==> src/rtl/kpd_pkg.sv <==
// kpd_pkg: shared constants for the keypad entry controller.
//   - Key codes delivered by the keypad decoder (enter, backspace, none).
//   - FSM state encoding (2 bits) for kpd_entry_ctrl.
//   - BCD digit width and a small digit-classification helper.
// No ports; imported by kpd_entry_ctrl_if, kpd_digit_buf and kpd_entry_ctrl.
package kpd_pkg;

    localparam int unsigned DIGIT_W = 4;

    localparam logic [3:0] KEY_ENTER = 4'ha;
    localparam logic [3:0] KEY_BACK  = 4'hb;
    localparam logic [3:0] KEY_NONE  = 4'hf;

    localparam logic [1:0] ST_IDLE  = 2'd0;
    localparam logic [1:0] ST_ENTRY = 2'd1;
    localparam logic [1:0] ST_HOLD  = 2'd2;

    function automatic logic is_digit(input logic [3:0] key);
        return key <= 4'd9;
    endfunction

endpackage

==> src/rtl/kpd_entry_ctrl_if.sv <==
// kpd_entry_ctrl_if: valid/ready handshake carrying one completed keypad entry.
//   data  : BCD digits, last-typed digit in [3:0], unused upper digits zero
//   count : number of digits in data
//   valid : entry available, held until accepted
//   ready : consumer accepts when valid & ready
// Modports: master (entry controller side), slave (consumer side).
interface kpd_entry_ctrl_if
    import kpd_pkg::*;
#(
    parameter int unsigned N_DIGITS = 4,
    parameter int unsigned CNT_W    = 3
) ();

    logic [DIGIT_W*N_DIGITS-1:0] data;
    logic [CNT_W-1:0]            count;
    logic                        valid;
    logic                        ready;

    modport master (
        output data,
        output count,
        output valid,
        input  ready
    );

    modport slave (
        input  data,
        input  count,
        input  valid,
        output ready
    );

endinterface

==> src/rtl/kpd_digit_buf.sv <==
// kpd_digit_buf: N_DIGITS-deep BCD shift buffer.
//   clk, rst : clock, synchronous active-high reset
//   clear    : empty the buffer (highest priority)
//   push     : shift digit in at [3:0]; ignored when full
//   pop      : drop the digit at [3:0]; ignored when empty
//   digit    : BCD digit to push
//   digits   : buffer contents, last pushed digit in [3:0], unused upper digits zero
//   count    : number of digits held
//   full     : count == N_DIGITS
module kpd_digit_buf
    import kpd_pkg::*;
#(
    parameter int unsigned N_DIGITS = 4,
    parameter int unsigned CNT_W    = 3
) (
    input  logic                        clk,
    input  logic                        rst,
    input  logic                        clear,
    input  logic                        push,
    input  logic                        pop,
    input  logic [DIGIT_W-1:0]          digit,
    output logic [DIGIT_W*N_DIGITS-1:0] digits,
    output logic [CNT_W-1:0]            count,
    output logic                        full
);

    localparam int unsigned    BUF_W    = DIGIT_W * N_DIGITS;
    localparam logic [CNT_W-1:0] FULL_CNT = CNT_W'(N_DIGITS);

    logic [BUF_W-1:0] digits_q;
    logic [CNT_W-1:0] count_q;
    logic             empty;

    always_comb begin
        full  = (count_q == FULL_CNT);
        empty = (count_q == '0);
    end

    // Guards make the count saturate at both ends whatever the caller does.
    always_ff @(posedge clk) begin
        if (rst || clear) begin
            digits_q <= '0;
            count_q  <= '0;
        end else if (push && !full) begin
            digits_q <= (digits_q << DIGIT_W) | BUF_W'(digit);
            count_q  <= count_q + 1'b1;
        end else if (pop && !empty) begin
            digits_q <= digits_q >> DIGIT_W;
            count_q  <= count_q - 1'b1;
        end
    end

    assign digits = digits_q;
    assign count  = count_q;

endmodule

==> src/rtl/kpd_entry_ctrl.sv <==
// kpd_entry_ctrl: turns debounced keypad strobes into multi-digit BCD entries.
//   CLK_50M     : system clock
//   RST         : synchronous reset, active-high
//   KPD_down    : one-cycle key-press strobe
//   KPD_up      : one-cycle key-release strobe (re-arms key acceptance)
//   KPD_value   : 0-9 digit, 4'ha enter, 4'hb backspace, 4'hf none
//   entry       : completed-entry handshake (kpd_entry_ctrl_if.master)
//   DISP_digits : live buffer contents, same packing as entry.data
//   DISP_count  : live digit count
//   ERR_full    : one-cycle pulse, digit rejected because buffer is full
//   TIMEOUT     : one-cycle pulse, entry aborted after TIMEOUT_CYC idle cycles
// Optional feature macro: KPD_TIMEOUT_EN enables the idle timeout; without it
// TIMEOUT is tied to 0 and no timeout counter exists.
module kpd_entry_ctrl
    import kpd_pkg::*;
#(
    parameter int unsigned N_DIGITS    = 4,
    parameter int unsigned CNT_W       = 3,
    parameter int unsigned TIMEOUT_CYC = 250000000,
    parameter int unsigned TO_W        = 28
) (
    input  logic                        CLK_50M,
    input  logic                        RST,
    input  logic                        KPD_down,
    input  logic                        KPD_up,
    input  logic [3:0]                  KPD_value,
    kpd_entry_ctrl_if.master            entry,
    output logic [DIGIT_W*N_DIGITS-1:0] DISP_digits,
    output logic [CNT_W-1:0]            DISP_count,
    output logic                        ERR_full,
    output logic                        TIMEOUT
);

    localparam int unsigned BUF_W = DIGIT_W * N_DIGITS;

    if ((N_DIGITS < 1) || (N_DIGITS > 8)) begin : g_bad_n_digits
        $error("N_DIGITS must be 1..8");
    end
    if ((64'd1 << CNT_W) <= 64'(N_DIGITS)) begin : g_bad_cnt_w
        $error("CNT_W too narrow for N_DIGITS");
    end
    if ((64'd1 << TO_W) <= 64'(TIMEOUT_CYC)) begin : g_bad_to_w
        $error("TO_W too narrow for TIMEOUT_CYC");
    end

    logic [1:0]       state_q, state_d;
    logic             armed_q;
    logic             accept;
    logic             key_digit, key_back, key_enter;
    logic             xfer;
    logic             timeout_hit;
    logic             buf_push, buf_pop, buf_clear, buf_full;
    logic [BUF_W-1:0] buf_digits;
    logic [CNT_W-1:0] buf_count;
    logic             err_q;
    logic             valid_q;
    logic [BUF_W-1:0] data_q;
    logic [CNT_W-1:0] count_q;

    // Keys are only taken once per press (armed) and never while an entry waits in HOLD.
    always_comb begin
        accept    = KPD_down && armed_q && (KPD_value != KEY_NONE)
                    && ((state_q == ST_IDLE) || (state_q == ST_ENTRY));
        key_digit = accept && is_digit(KPD_value);
        key_back  = accept && (KPD_value == KEY_BACK);
        key_enter = accept && (KPD_value == KEY_ENTER);
        xfer      = valid_q && entry.ready;
    end

    always_comb begin
        buf_push  = key_digit && !buf_full;
        buf_pop   = key_back && (state_q == ST_ENTRY);
        buf_clear = ((state_q == ST_HOLD) && xfer) || timeout_hit;
    end

    kpd_digit_buf #(
        .N_DIGITS (N_DIGITS),
        .CNT_W    (CNT_W)
    ) u_digit_buf (
        .clk    (CLK_50M),
        .rst    (RST),
        .clear  (buf_clear),
        .push   (buf_push),
        .pop    (buf_pop),
        .digit  (KPD_value),
        .digits (buf_digits),
        .count  (buf_count),
        .full   (buf_full)
    );

    always_comb begin
        state_d = state_q;
        unique case (state_q)
            ST_IDLE: begin
                if (key_digit) state_d = ST_ENTRY;
            end
            ST_ENTRY: begin
                if (timeout_hit) begin
                    state_d = ST_IDLE;
                end else if (key_enter) begin
                    state_d = ST_HOLD;
                end else if (key_back && (buf_count == CNT_W'(1))) begin
                    state_d = ST_IDLE;
                end
            end
            ST_HOLD: begin
                if (xfer) state_d = ST_IDLE;
            end
            default: state_d = ST_IDLE;
        endcase
    end

    always_ff @(posedge CLK_50M) begin
        if (RST) begin
            state_q <= ST_IDLE;
            armed_q <= 1'b1;
            err_q   <= 1'b0;
        end else begin
            state_q <= state_d;
            err_q   <= key_digit && buf_full;
            if (KPD_up) begin
                armed_q <= 1'b1;
            end else if (accept) begin
                armed_q <= 1'b0;
            end
        end
    end

    // Entry registers are only loaded on enter, so they stay stable through HOLD.
    always_ff @(posedge CLK_50M) begin
        if (RST) begin
            valid_q <= 1'b0;
            data_q  <= '0;
            count_q <= '0;
        end else if (key_enter && (state_q == ST_ENTRY)) begin
            valid_q <= 1'b1;
            data_q  <= buf_digits;
            count_q <= buf_count;
        end else if (xfer) begin
            valid_q <= 1'b0;
        end
    end

`ifdef KPD_TIMEOUT_EN
    logic [TO_W-1:0] to_cnt_q;
    logic            timeout_q;

    // Counter sits at 0 outside ENTRY and restarts on every accepted key.
    assign timeout_hit = (state_q == ST_ENTRY) && !accept
                         && (to_cnt_q == TO_W'(TIMEOUT_CYC - 1));

    always_ff @(posedge CLK_50M) begin
        if (RST || (state_q != ST_ENTRY) || accept || timeout_hit) begin
            to_cnt_q <= '0;
        end else begin
            to_cnt_q <= to_cnt_q + 1'b1;
        end
    end

    always_ff @(posedge CLK_50M) begin
        if (RST) begin
            timeout_q <= 1'b0;
        end else begin
            timeout_q <= timeout_hit;
        end
    end

    assign TIMEOUT = timeout_q;
`else
    assign timeout_hit = 1'b0;
    assign TIMEOUT     = 1'b0;
`endif

    assign entry.valid = valid_q;
    assign entry.data  = data_q;
    assign entry.count = count_q;
    assign DISP_digits = buf_digits;
    assign DISP_count  = buf_count;
    assign ERR_full    = err_q;

endmodule

==> src/flat_wrapper.sv <==
// flat-port wrapper written by rule: the top's interface ports become plain ports
module kpd_entry_ctrl_flat import kpd_pkg::*;
#(
    parameter int unsigned N_DIGITS    = 4,
    parameter int unsigned CNT_W       = 3,
    parameter int unsigned TIMEOUT_CYC = 250000000,
    parameter int unsigned TO_W        = 28
)
  (CLK_50M, RST, KPD_down, KPD_up, KPD_value, DISP_digits, DISP_count, ERR_full, TIMEOUT, entry_data, entry_count, entry_valid, entry_ready);
  kpd_entry_ctrl_if #(.N_DIGITS(N_DIGITS), .CNT_W(CNT_W)) entry_i ();
  input  logic CLK_50M;
  input  logic RST;
  input  logic KPD_down;
  input  logic KPD_up;
  input  logic [3:0] KPD_value;
  output logic [DIGIT_W*N_DIGITS-1:0] DISP_digits;
  output logic [CNT_W-1:0] DISP_count;
  output logic ERR_full;
  output logic TIMEOUT;
  output wire logic [$bits(entry_i.data)-1:0] entry_data;
  output wire logic [$bits(entry_i.count)-1:0] entry_count;
  output wire logic [$bits(entry_i.valid)-1:0] entry_valid;
  input wire logic [$bits(entry_i.ready)-1:0] entry_ready;
  assign entry_data = entry_i.data;
  assign entry_count = entry_i.count;
  assign entry_valid = entry_i.valid;
  assign entry_i.ready = entry_ready;
  kpd_entry_ctrl #(.N_DIGITS(N_DIGITS), .CNT_W(CNT_W), .TIMEOUT_CYC(TIMEOUT_CYC), .TO_W(TO_W)) u_core (.CLK_50M(CLK_50M), .RST(RST), .KPD_down(KPD_down), .KPD_up(KPD_up), .KPD_value(KPD_value), .entry(entry_i), .DISP_digits(DISP_digits), .DISP_count(DISP_count), .ERR_full(ERR_full), .TIMEOUT(TIMEOUT));
endmodule
==> config.mk <==
export PLATFORM = sky130hd
export DESIGN_NAME = kpd_entry_ctrl_flat
export DESIGN_NICKNAME = d
export VERILOG_FILES = /design/src/rtl/kpd_pkg.sv /design/src/rtl/kpd_entry_ctrl_if.sv /design/src/rtl/kpd_digit_buf.sv /design/src/rtl/kpd_entry_ctrl.sv /design/src/flat_wrapper.sv
export SDC_FILE = /design/constraint.sdc
export NUM_CORES = 1
export LEC_CHECK = 0
export CAP_MARGIN = 20
export CORE_MARGIN = 2
export CORE_UTILIZATION = 30
export CTS_BUF_LIST = sky130_fd_sc_hd__clkbuf_4
export DETAILED_ROUTE_END_ITERATION = 7
export PLACE_DENSITY_LB_ADDON = 0.12
export SLEW_MARGIN = 20
export SYNTH_ARGS = -nofsm -noshare
export SYNTH_HDL_FRONTEND = slang
export SYNTH_SLANG_ARGS = --single-unit
==> constraint.sdc <==
create_clock -name CLK_50M -period 4.3 [get_ports CLK_50M]
set_input_delay 1.29 -clock CLK_50M [delete_from_list [all_inputs] [get_ports CLK_50M]]
set_output_delay 1.29 -clock CLK_50M [all_outputs]
set_load 0.01 [all_outputs]
# Word level (Yosys, flattened, before mapping)
# Cells that the tools add are included.
[op_classes] add_sub_neg=2 order_cmp=1 eq_ne=10 mux=11 bitwise_logic=1 reduce_logical=25
[ops] cell="16-bit two-way mux" count=2
[ops] cell="16-bit by 4-bit bitwise OR with 16-bit output" count=1
[ops] cell="1-bit logical AND" count=15
[ops] cell="4-bit == test, second input constant" count=2
[ops] cell="2-bit two-way mux" count=4
[ops] cell="3-bit two-way mux" count=2
[ops] cell="2-bit case mux with 3 select lines" count=1
[ops] cell="4-bit <= comparator, second input constant" count=1
[ops] cell="2-bit by 1-bit inequality test with 1-bit output, second input constant" count=2
[ops] cell="4-bit inequality test, second input constant" count=1
[ops] cell="2-bit nonzero test" count=2
[ops] cell="3-bit by 1-bit adder with 3-bit output, second input constant" count=1
[ops] cell="3-bit by 1-bit == test with 1-bit output, second input constant" count=1
[ops] cell="3-bit == test, second input constant" count=1
[ops] cell="3-bit zero test" count=1
[ops] cell="3-bit by 2-bit inequality test with 1-bit output, second input constant" count=1
[ops] cell="3-bit AND reduction" count=1
[ops] cell="3-bit by 1-bit subtractor with 3-bit output, second input constant" count=1
[ops] cell="2-bit by 1-bit == test with 1-bit output, second input constant" count=1
[ops] cell="2-bit == test, second input constant" count=1
[ops] cell="1-bit zero test" count=2
[ops] cell="2-bit zero test" count=1
[ops] cell="1-bit logical OR" count=2
[ops] cell="1-bit two-way mux" count=2
[ops] cell="2-bit OR reduction" count=1
[totals] register_bits=43 input_bits=9 out_inout_bits=41 word_cells=58

# Depth between registers and ports, before layout
# Gate-level depths: netlist of the first run.
[logic_depth] ltp_word=8 mapped_depth=8 ltp_nobuf=6

# Cells and area by module
# From an unflattened synthesis of the first run, not the netlist that was laid out.
[unflattened] hier_cells=222 area_unflattened_um2=1955.6
[modules_own_cells] mod="kpd_entry_ctrl" n_inst=1 cells_each=119 area_each_um2=1114.8 seq_area_each_um2=480.5
[modules_own_cells] mod="kpd_digit_buf" n_inst=1 cells_each=103 area_each_um2=840.8 seq_area_each_um2=380.4

# Worst setup path after synthesis of the first run
# OpenSTA, ideal clock, no wires.
[synth_timing] path_kind="input port to flip-flop" startpoint="input KPD_value[2]" endpoint="register u_core.u_digit_buf.digits_q[6], in the netlist u_core.u_digit_buf.digits[6]" setup_time_ns=0.122 arrival_ns=2.364 path_slack_ns=1.814 cell_stages=6 path_buffers=2 path_cell_list="nand4b_4 or4b_4 buf_6 buf_12 nand3_2 a21oi_2"
[synth_via] elab_chain_cells=7 elab_cells_between_ends=13 classes_between="1 x order compare; 2 x eq/ne; 1 x mux; 9 x reduce/logical"
[synth_lines] element="start, declared" line="flat_wrapper.sv:15" text="input logic [3:0] KPD_value;"
[synth_lines] element="parallel branches: the longest is 7 deep, another holds 4-bit <= comparator"
[synth_lines] element="end signal, assigned" line="kpd_digit_buf.sv:45" text="digits_q <= (digits_q << DIGIT_W) | BUF_W'(digit);"
[synth_lines] element="end signal, assigned" line="kpd_digit_buf.sv:48" text="digits_q <= digits_q >> DIGIT_W;"
[synth_lines] element="end, declared" line="kpd_digit_buf.sv:30" text="logic [BUF_W-1:0] digits_q;"
# Parallel ways; which one is timed is not known.
# A chain may end at the register's enable or synchronous reset.

# Worst setup path in the final report of the first run
[layout_timing] startpoint="input KPD_value[1]" endpoint="register u_core.u_digit_buf.count_q[1], in the netlist u_core.u_digit_buf.count[1]"
[layout_via] elab_chain_cells=7 elab_cells_between_ends=13 classes_between="1 x order compare; 2 x eq/ne; 1 x mux; 9 x reduce/logical"
[layout_lines] element="parallel branches: the longest is 7 deep, another holds 4-bit <= comparator"
[layout_lines] element="end signal, assigned" line="kpd_digit_buf.sv:46" text="count_q <= count_q + 1'b1;"
[layout_lines] element="end signal, assigned" line="kpd_digit_buf.sv:49" text="count_q <= count_q - 1'b1;"
[layout_lines] element="end, declared" line="kpd_digit_buf.sv:31" text="logic [CNT_W-1:0] count_q;"
# Parallel ways; which one is timed is not known.

==> flow_summary.toml, run 1 <==
[sta]
hold_violations = 0
tns_ns = 0
finalCritPeriodShare_pct = 69.5
final_max_slew_viol_count = 0
finalWorstPathRequiredPeriod_ns = 2.99
finalWorstSetupSlack_ns = 1.31
setup_violations = 0
rsz0062_at_grt = "no"
clock_skew_ns = 0.0158
fmax_ghz = 0.335
timing.slew.headroom_pct = 47.4
worst_slew_pin_slew_ns = 0.786
hold_ws_ns = 0.464

[floorplan]
start_util_pct = 30.9
dieWidth_um = 84.9
die-area_um2 = 7210
ios = 50
die_h_um = 84.9
rows = 29
coreArea_um2 = 6350

[yosys]
synth_top_area_share_pct = 43.8
synth_warnings = 0
synth_cells = 215
postSynthAreaPerCell_um2 = 9.13
seq_area_frac_synth_pct = 43.8
netlist_area_um2 = 1960
synth_area_leaders = "dfxtp_1 44%, nand2_1 11%, a21oi_1 7.4%"
synth_top_cell_by_area = "dfxtp_1"
synth-seq-cells = 43
yosysUniqueCellTypes = 42
synth_fp_nets = 228

[worst_hold_path]
hold_path_depth = 2
hold_path.class = "flip-flop to flip-flop"
hold-path-endpoint = "u_core.entry.data[14]$_SDFFE_PP0P_"
hold_start = "u_core.entry.data[14]$_SDFFE_PP0P_"

[setup_path]
path_max_fanout = 16
criticalPathCategory = "input port to flip-flop"
regToRegSetupSlack_ns = 2.05
crit_path_start_kind = "input port"
reg2reg_from = "u_core.u_digit_buf.count[0]$_SDFFE_PP0P_"
cp.arrival_ns = 3.26
required_ns = 4.57
rr_worst_depth = 6
r2r_end = "u_core.u_digit_buf.count[1]$_SDFFE_PP0P_"
endpoint_kind = "flip-flop"

[routing]
drtAntennaViolNets = 0
vias_per_cell = 4.75
routed_wl_um = 4910
drt_iter0_drc = 68
wl_per_cell_um = 14.6
drc = 0
dr.pass1.iters = 4
via_count = 1596

[placement]
numPortBuffers = 48
dpl_cell_area_um2 = 2440
gp_congestion = 0.724
hpwl_um = 3440
post-place-ws_ns = 0.918
placedCellCount = 328

[finish]
nFillCells = 651
diodes = 0
drive_above_1_share_pct = 15.1
final_util_pct = 39.3
nets = 271
layout_commonest_cell = "nand2_1"
area_delta_synth_final_pct = 27.2
fin_cells = 336
fin_area_um2 = 2500
mostFrequentLayoutCells = "57 x nand2_1, 48 x clkdlybuf4s50_1, 43 x dfxtp_1"

[grt]
grt_max_degree = 27
grt_pass1_vias = 1525
grt_first_pass_wirelength_um = 8090
antenna_found_initial = 0
grt_overflow_total = 0
grt_use_total_pct = 14.3

[clocking]
cts.clk_slew.worst_paths_ns = 0.13
cts_sinks = 43
h-tree-depth = 2
cts-root-buf = "clkbuf_4"
post_cts_resize_count = 0
tritoncts = "yes"
cts-hold-fix-buffers = 0
cts_buffers = 5
post_cts_buffers = 0
clock_latency_ns = 0.36
ctsLongestPathBuffers = 2

[power_and_ir_drop]
irDropWorstVdd_uv = 106
powerDensity_nw_per_um2 = 282
pwr-share-comb_pct = 11.3
switching_share_pct = 27.3
clockPowerShare_pct = 29.4
p_leak_nw = 0.818
report.power.total_mw = 0.703
net-switching-power_mw = 0.192
internal_power_mw = 0.511
p_seq_share_pct = 59.4

[run]
cap_viol_max_count = 0

[outcome]
status = "finished clean"
==> critical path, cell delays in order <==
cell and delay, ns:
clkdlybuf4s50_1 0.50, o21ai_0 0.41, and3_1 0.62, mux2i_1 0.16, a211oi_1 0.27
==> flip-flops by register name (all words and copies together), names as in the netlist <==
signal and count:
u_core.u_digit_buf.digits 16, u_core.u_digit_buf.count 3, u_core.entry.count 3, u_core.entry.valid 1, u_core.ERR_full 1, u_core.entry.data 16
u_core.armed_q 1, u_core.state_q 2
==> synth_stat cells <==
cell type / number
nand2_4: 1
a22oi_1: 9
o22ai_1: 2
nand4_1: 1
ha_1: 4
clkbuf_8: 1
nand2b_1: 3
dfxtp_1: 43
a21oi_1: 29
a31oi_4: 1
nand3_2: 7
conb_1: 1
buf_12: 1
o21ai_0: 5
nor2b_4: 1
nand3_1: 1
nand4b_4: 1
clkbuf_2: 1
inv_1: 2
and3_1: 1
nor2b_1: 1
a211oi_1: 2
buf_4: 2
clkbuf_1: 5
or3_2: 1
and3b_2: 1
nor4b_4: 1
nor3_2: 1
nand3b_4: 1
mux2i_1: 3
a31oi_1: 2
nand2_1: 57
nor3_1: 3
a211o_1: 1
nand3b_1: 1
buf_6: 4
nor4_1: 1
a21oi_2: 8
a31o_2: 1
or4b_4: 1
buf_2: 1
nand2_2: 2
==> kinds of logic (layout without fill, tap and decap cells) <==
group	count (synthesis)	count (layout)	synth area share, %
buffers and inverters	17	61	6.63
muxes	3	3	1.53
DFF	43	43	43.8
other	1	1	0.191
AOI/OAI and AO/OA	60	60	19.7
adders and majority gates	4	4	2.55
and+or+nand+nor	87	87	25.6
==> worst max path at each step <==
stage / to / start / cells past startpoint / slack [ns]
3_5_place_dp: u_core.u_digit_buf.count[1]$_SDFFE_PP0P_ / KPD_value[1] / 5 / 0.92
4_1_cts: u_core.u_digit_buf.count[1]$_SDFFE_PP0P_ / KPD_value[1] / 5 / 1.31
5_1_grt: u_core.u_digit_buf.count[1]$_SDFFE_PP0P_ / KPD_value[1] / 5 / 1.11
6_report: u_core.u_digit_buf.count[1]$_SDFFE_PP0P_ / KPD_value[1] / 5 / 1.31
3_3_place_gp: u_core.u_digit_buf.count[1]$_SDFFE_PP0P_ / KPD_value[1] / 5 / 0.97
2_1_floorplan: u_core.u_digit_buf.digits[6]$_SDFFE_PP0P_ / KPD_value[2] / 6 / 1.81
==> metal layers <==
layer	part of all wire, %	track usage (%)	wire, um
met5	0	0	0
met4	1.6	5.19	78
met3	3.0	3.50	145
met2	44	21.0	2180
met1	51	20.3	2510
==> power groups by stage <==
stage | clock network [mW] | registers (mW) | logic (mW)
2_1_floorplan | 0 | 0.425 | 0.0488
3_5_place_dp | 0 | 0.426 | 0.0795
4_1_cts | 0.217 | 0.418 | 0.0802
6_report | 0.206 | 0.417 | 0.0791
5_1_grt | 0.235 | 0.419 | 0.0862
3_3_place_gp | 0 | 0.427 | 0.0795
==> final cells by class <==
type,count,area [um^2],area share [%]
flip-flops and latches,43,861,34.5
repair buffers,51,503,20.1
clock inverters,2,12.5,0.501
clock buffers,6,45.0,1.80
inverters,2,7.51,0.301
multi-input cells,155,972,38.9
well taps,77,96.3,3.86
No activity file was read; power rests on OpenSTA's default activity.
==> run 2, diff against run 1 <==
==> constraint.sdc (replaced) <==
create_clock -name CLK_50M -period 2.5 [get_ports CLK_50M]
set_input_delay 0.75 -clock CLK_50M [delete_from_list [all_inputs] [get_ports CLK_50M]]
set_output_delay 0.75 -clock CLK_50M [all_outputs]
set_load 0.01 [all_outputs]
==> flow_summary.toml, run 2 (synthesized netlist as in run 1, its figures left out) <==
[outcome]
status = "finished clean"

[clocking]
post_cts_buffers = 0
cts-root-buf = "clkbuf_4"
tritoncts = "yes"
clock_latency_ns = 0.36
h-tree-depth = 2
cts-hold-fix-buffers = 0
cts_sinks = 43
post_cts_resize_count = 0
cts.clk_slew.worst_paths_ns = 0.13
cts_buffers = 5
ctsLongestPathBuffers = 2

[grt]
grtUsageMet1_pct = 19.8
grt_use_met3_pct = 2.92
grt_pass1_vias = 1505
grt_use_total_pct = 14.0
grt_first_pass_wirelength_um = 7930
grt_max_degree = 22
grt_overflow_total = 0
antenna_found_initial = 0
grt.busiest_layer = "met2"
grt_use_met2_pct = 21.4

[placement]
gp_congestion = 0.722
post-place-ws_ns = -0.00575
hpwl_um = 3490
placedCellCount = 338
numPortBuffers = 48

[setup_path]
criticalPathCategory = "flip-flop to primary output"
crit_path_start_kind = "flip-flop"
crit_slowest_cell = "clkdlybuf4s50_1"
critPathBufInv = 1
path_max_fanout = 5
endpoint_kind = "primary output"
crit_chain = "clkdlybuf4s50_1"
critical-path-top-delay-family = "buffers and inverters"
required_ns = 1.75
slowest_delay_ns = 0.58
cp.arrival_ns = 1.41

[routing]
dr.pass1.iters = 4
wl_per_cell_um = 14.0
drtAntennaViolNets = 0
drc = 0
vias_per_cell = 4.75
drt_iter0_drc = 94
via_count = 1640
routed_wl_um = 4840

[worst_hold_path]
hold_path.class = "flip-flop to flip-flop"

[sta]
rsz0062_at_grt = "no"
final_max_slew_viol_count = 0
finalCritPeriodShare_pct = 86.4
finalWorstPathRequiredPeriod_ns = 2.16
finalWorstSetupSlack_ns = 0.341
hold_violations = 0
fmax_ghz = 0.463
setup_violations = 0
hold_ws_ns = 0.460
clock_skew_ns = 0.00965

[finish]
drive_above_1_share_pct = 17.9
diodes = 0
area_delta_synth_final_pct = 33.8
mostFrequentLayoutCells = "57 x nand2_1, 48 x clkdlybuf4s50_1, 43 x dfxtp_1"
nets = 281
final_util_pct = 41.4
layout_commonest_cell = "nand2_1"
nFillCells = 675
fin_cells = 345

[power_and_ir_drop]
report.power.total_mw = 1.31
irDropWorstVdd_uv = 227
powerDensity_nw_per_um2 = 499
p_leak_nw = 0.894

[floorplan]
coreArea_um2 = 6350
start_util_pct = 30.9
ios = 50
die-area_um2 = 7210
die_h_um = 84.9
rows = 29
dieWidth_um = 84.9

[run]
cap_viol_max_count = 0
## run 2: cell count changes in the layout (fill, tap and decap cells not counted), sizes merged
| cell | change |
|---|---|
| clkinv | -1 |
| bufinv | +1 |
| buf | +10 |
| clkinvlp | -1 |
## run 2: path summary, 6_finish.rpt
kind                                                                start                                       end  slack (ns)  depth (start not counted)
worst max-delay path            u_core.u_digit_buf.digits[7]$_SDFFE_PP0P_                            DISP_digits[7]        0.34                          1
worst min-delay path                   u_core.entry.data[15]$_SDFFE_PP0P_        u_core.entry.data[15]$_SDFFE_PP0P_        0.46                          2
worst max register to register   u_core.u_digit_buf.count[1]$_SDFFE_PP0P_  u_core.u_digit_buf.count[1]$_SDFFE_PP0P_        0.57                          6
worst min register to register         u_core.entry.data[15]$_SDFFE_PP0P_        u_core.entry.data[15]$_SDFFE_PP0P_        0.46                          2
## run 2: layer usage
layer  vias up  part of all wire, %  routed length [um]
met1       754                   51                2480
li1        848                    -                   -
met2        31                   44                2130
met4         0                  1.5                  75
met3         7                  3.2                 156
met5         -                    0                   0
## run 2: area by class of cell
class | count | area [um^2] | area share [%]
clock buffers | 6 | 45.0 | 1.71
clock inverters | 1 | 30.0 | 1.14
inverters | 2 | 7.51 | 0.286
multi-input cells | 155 | 972 | 37.0
flip-flops and latches | 43 | 861 | 32.8
well taps | 77 | 96.3 | 3.67
repair buffers | 61 | 616 | 23.4
## run 2: metrics by stage
step,setup TNS [ns],cell area [um^2]
floorplan,0,1960
global placement,0,2550
finish,0,2630
CTS,0,2630
global route,0,2630
detailed placement,-0.00575,2550
## run 2: report_power, final
part           leakage, nW  internal, mW  switching [mW]  total (mW)
Sequential           0.348         0.698          0.0165       0.715
Combinational        0.504        0.0745          0.0792       0.154
Clock               0.0417         0.217           0.226       0.443
Total                0.894         0.990           0.321        1.31
